--- config.mk ---
export PLATFORM = sky130hd
export DESIGN_NAME = bcd_serial_adder
export DESIGN_NICKNAME = d
export VERILOG_FILES = /design/src/rtl/bcd_serial_adder.sv
export SDC_FILE = /design/constraint.sdc
export NUM_CORES = 1
export LEC_CHECK = 0
export ABC_CLOCK_PERIOD_IN_PS = 4290
export BUFFER_PORTS_ARGS = -buffer_cell sky130_fd_sc_hd__buf_2
export CAP_MARGIN = 40
export CORE_MARGIN = 3
export CORE_UTILIZATION = 45
export DETAILED_ROUTE_END_ITERATION = 7
export PLACE_DENSITY = 0.71
export SLEW_MARGIN = 20
export SYNTH_ARGS = -nofsm -noshare
export SYNTH_HDL_FRONTEND = slang
export SYNTH_SLANG_ARGS = --single-unit
export TNS_END_PERCENT = 1
--- constraint.sdc ---
create_clock -name clk -period 4.29 [get_ports clk]
set_clock_uncertainty 0.15 [all_clocks]
set_input_delay 0.2145 -clock clk [delete_from_list [all_inputs] [get_ports clk]]
set_output_delay 0.2145 -clock clk [all_outputs]
set_load 0.02 [all_outputs]
--- src/rtl/bcd_serial_adder.sv ---
// +----------------------------------------------------------------------+
// | bcd_serial_adder: digit-serial packed-BCD add / nines-complement sub |
// | Revision: 1.0                                                        |
// +----------------------------------------------------------------------+
`default_nettype none

module bcd_serial_adder #(
  parameter int DIGITS = 2
) (
  input  logic                clk,
  input  logic                rst_n,
  input  logic                in_valid,
  output logic                in_ready,
  input  logic [4*DIGITS-1:0] a,
  input  logic [4*DIGITS-1:0] b,
  input  logic                cin,
  input  logic                sub,
  output logic                out_valid,
  input  logic                out_ready,
  output logic [4*DIGITS-1:0] sum,
  output logic                cout,
  output logic                err
);

  localparam int W     = 4 * DIGITS;
  localparam int IDX_W = (DIGITS > 1) ? $clog2(DIGITS) : 1;
  localparam logic [IDX_W-1:0] LAST_IDX = IDX_W'(DIGITS - 1);

  typedef enum logic [1:0] {
    S_IDLE = 2'd0,
    S_RUN  = 2'd1,
    S_DONE = 2'd2
  } state_t;

  state_t           state_q, state_d;
  logic [W-1:0]     a_q, a_d;
  logic [W-1:0]     b_q, b_d;
  logic             sub_q, sub_d;
  logic             carry_q, carry_d;
  logic [IDX_W-1:0] idx_q, idx_d;
  logic [W-1:0]     sum_q, sum_d;
  logic             cout_q, cout_d;
  logic             err_q, err_d;

  logic [3:0]       a_dig, b_dig, bd;
  logic [4:0]       raw;
  logic             raw_gt9;
  logic [3:0]       res_dig;

  always_ff @(posedge clk) begin
    if (!rst_n) begin
      state_q <= S_IDLE;
      a_q     <= '0;
      b_q     <= '0;
      sub_q   <= 1'b0;
      carry_q <= 1'b0;
      idx_q   <= '0;
      sum_q   <= '0;
      cout_q  <= 1'b0;
      err_q   <= 1'b0;
    end else begin
      state_q <= state_d;
      a_q     <= a_d;
      b_q     <= b_d;
      sub_q   <= sub_d;
      carry_q <= carry_d;
      idx_q   <= idx_d;
      sum_q   <= sum_d;
      cout_q  <= cout_d;
      err_q   <= err_d;
    end
  end

  always_comb begin
    state_d = state_q;
    a_d     = a_q;
    b_d     = b_q;
    sub_d   = sub_q;
    carry_d = carry_q;
    idx_d   = idx_q;
    sum_d   = sum_q;
    cout_d  = cout_q;
    err_d   = err_q;

    // Current digit slice and its decimal-corrected sum
    a_dig   = a_q[{idx_q, 2'b00} +: 4];
    b_dig   = b_q[{idx_q, 2'b00} +: 4];
    bd      = sub_q ? (4'd9 - b_dig) : b_dig;
    raw     = {1'b0, a_dig} + {1'b0, bd} + {4'd0, carry_q};
    raw_gt9 = (raw > 5'd9);
    res_dig = raw_gt9 ? (raw[3:0] + 4'd6) : raw[3:0];

    case (state_q)
      S_IDLE: begin
        if (in_valid && rst_n) begin
          a_d     = a;
          b_d     = b;
          sub_d   = sub;
          carry_d = sub ? 1'b1 : cin;
          idx_d   = '0;
          err_d   = 1'b0;
          state_d = S_RUN;
        end
      end
      S_RUN: begin
        sum_d[{idx_q, 2'b00} +: 4] = res_dig;
        carry_d = raw_gt9;
        err_d   = err_q | (a_dig > 4'd9) | (b_dig > 4'd9);
        idx_d   = idx_q + 1'b1;
        if (idx_q == LAST_IDX) begin
          cout_d  = raw_gt9;
          state_d = S_DONE;
        end
      end
      S_DONE: begin
        if (out_ready) state_d = S_IDLE;
      end
      default: state_d = S_IDLE;
    endcase
  end

  assign in_ready  = (state_q == S_IDLE) && rst_n;
  assign out_valid = (state_q == S_DONE);
  assign sum       = sum_q;
  assign cout      = cout_q;
  assign err       = err_q;

endmodule

`default_nettype wire

==> metrics <==
vias per cell 5.073; P_leak 0.9060 nW; Max-cap violations 0; largest net degree at the start of global routing 36; met2 usage 29.41%; Total Power 0.9301 mW; startpoint of the worst register-to-register path idx_q; combinational share of power 32.5%; Worst EP required 4440 ps; HP Start in_valid; GRT met1 Usage 23.28%; number of global-route vias before repair 1337; number of post-CTS setup repair buffers 0; reg2reg end carry_q; die width about 66 µm; sequential share of the synthesized area 38.66%; f_max 0.2913 GHz; via count 1466; routed len/inst 12.67 µm; row cnt 21; placed cells between 200 and 300; initial antenna violation count 0; Yosys top cell by area dfxtp_1; Synthesis Warnings 0; Area Growth Syn to Fin 29.31%; gr ovfl total 0; syn_area_per_cell 8.405 µm²; I/O pins 34; Most used DFF post-synth dfxtp_1; non-filler cells, final 289; clock root buffer clkbuf_4; DRC 0; Final min period 3433 ps; drt pass-1 iters 4; PD cells approximately 450 mW/mm²; most frequent CP cell ha_1; Mapped Nets 220; GP Congestion 0.9074; ranking of synthesized cells by area dfxtp_1 (39%), nand2_1 (9.1%), o21ai_1 (5.3%), a21oi_1 (4.1%), ha_1 (3.9%); Critical Path Source Type register; HPWL after detailed placement 2.523 mm; worst slew pin tran 600.7 ps; HP Class input port to register; Async S/R FF share, synth 0%; internal power 0.6254 mW; Synth top area share 38.66%; htree depth 2; Final Hold Fails 0; Worst Hold Depth 4; Starting Density a little under half; number of synthesized flops with an enable pin 0; Worst R2R Path Depth 12; Num CTS Buffers 5; Synth Register Bits 31; Die Ht 65.73 µm; share of layout cells above drive strength 1 21.81%; Hold WS ~77 ps; CTS tree yes; CP peak stage delay 720 ps; full die area roughly 0.0043 mm²; met3 Use GR 4.444%; worst skew pair latency 350 ps; synth unique cells 42; cells along the critical path mux2i_1 > ha_1 > inv_1 > mux2i_1 > ha_1 > xor2_1 > inv_2 > ha_1 > a22oi_4 > a31oi_4 > o221a_1 > nor2_1; IO buf count 33; Final Max Tran Viols 0; outcome completed; Post-Syn Instances 191; first-iteration detailed-routing DRC count 50; hold path endpoint idx_q; Antenna Nets Post-Route 0; setup slack, reg-to-reg 860 ps; most frequent cell after synthesis nand2_1; P_sw 0.3047 mW; # diodes 0; CP max stage cell dfxtp_1; top cells by count, synth nand2_1 (39), dfxtp_1 (31), o21ai_1 (17); CTS max path bufs 2; fin nets 271; Tot GR Track Use 18.48%; fillers 282; DP Worst Slack ~870 ps; synthesized area around 0.0016 mm²; first-pass GRT wire length 6.065 mm; crit path kind register to register; Setup WS post-layout 856.7 ps; critical path endpoint category register; worst-path fanout max 15; worst rel slew slack 59.90%; Tcrit/Tclk final 80.03%; overall routed net length 3.663 mm; clock share of power 31.2%; unrepaired setup endpoints after global routing no; Sink Count 31; sequential share of power 36.3%; setup violators final 0; setup TNS 0 ps; peak supply drop roughly 200 µV; CP Data Arrival Time 3580 ps; core area 0.003390 mm²; clk slew on worst S/H paths roughly 100 ps; switching fraction of total power 32.76%; grt peak-use layer met2
-- placed cells by master, fill, tap and decap left out, types with 2 or more instances in the layout --
cell,n
nor2_1,13
dfxtp_1,31
mux2i_1,6
inv_1,7
fa_1,2
a211oi_1,3
clkbuf_4,5
o211ai_1,2
a22o_1,2
bufinv_16,2
and2_1,3
nand2b_1,2
dlygate4sd3_1,18
xor2_1,3
o21ai_0,4
o21ai_1,17
a21o_1,4
a21oi_1,13
nand2_1,39
ha_1,5
inv_2,2
mux2_2,3
a32oi_1,2
buf_2,33
a31oi_1,2
-- power groups by stage --
stage | clock, mW | combinational, mW | sequential, mW
global route | 0.303 | 0.329 | 0.342
detailed placement | 0 | 0.284 | 0.345
floorplan | 0 | 0.215 | 0.349
CTS | 0.291 | 0.300 | 0.338
finish | 0.290 | 0.302 | 0.338
global placement | 0 | 0.278 | 0.345
-- worst max-delay path by stage --
stage	endpoint	startpoint	cells after the start	slack [ps]
after detailed placement	carry_q	idx_q	12	870
after CTS	carry_q	idx_q	12	850
final	carry_q	idx_q	12	860
after global routing	carry_q	idx_q	12	580
after global placement	carry_q	idx_q	12	980
after floorplan	carry_q	idx_q	14	1200
-- per-layer routing --
metal	up-vias	wire, µm
met5	-	0
met4	0	94
met3	11	180
met2	34	1720
met1	657	1669
li1	764	-
-- timing repair --
action | 4_1_cts | 5_1_grt
hold buffers | 18 | 0
gates resized for setup | 0 | 0
endpoints found under the setup margin | 0 | 0
hold endpoints to repair | 18 | 0
-- area by class of cell --
type	count	area [µm²]	share of cell area (%)
Clock buffer	6	41.29	1.989
Multi-Input combinational cell	142	905.9	43.64
Tap cell	46	57.56	2.773
Clock inverter	2	60.06	2.893
Inverter	10	37.54	1.808
Sequential cell	31	620.6	29.90
Timing Repair Buffer	52	352.8	17.00
-- through the flow --
step                      utilization [%]  instance area (µm²)
after detailed placement            52.93                 1794
after global placement              52.93                 1794
after floorplan                         -                 1605
final                               61.24                 2076
after global routing                61.24                 2076
after CTS                           61.24                 2076
-- sequential cells by signal, indices dropped and copies added (netlist names) --
name	cells
idx_q	1
err	1
cout	1
sub_q	1
carry_q	1
b_q	8
sum	8
state_q	2
a_q	8
-- logic make-up after synthesis --
group / count (synthesis) / share of synthesized area (%)
AND/OR/NAND/NOR: 65 / 18.16
AO/OA/AOI/OAI: 58 / 24.40
flip-flops: 31 / 38.66
buffers and inverters: 18 / 4.910
multiplexers: 9 / 5.846
adder cells (fa/ha/maj): 7 / 6.391
XOR/XNOR: 3 / 1.637
-- critical path, delay by kind of cell, from the launching register on --
family	cells	cell delay [ps]
muxes	2	430
and+or+nand+nor	1	80
AOI/OAI and AO/OA	3	720
DFF	1	720
xor gates and xnor gates	1	230
adders and majority gates	3	910
buffers and inverters	2	140
(Power assumes the default switching activity.)
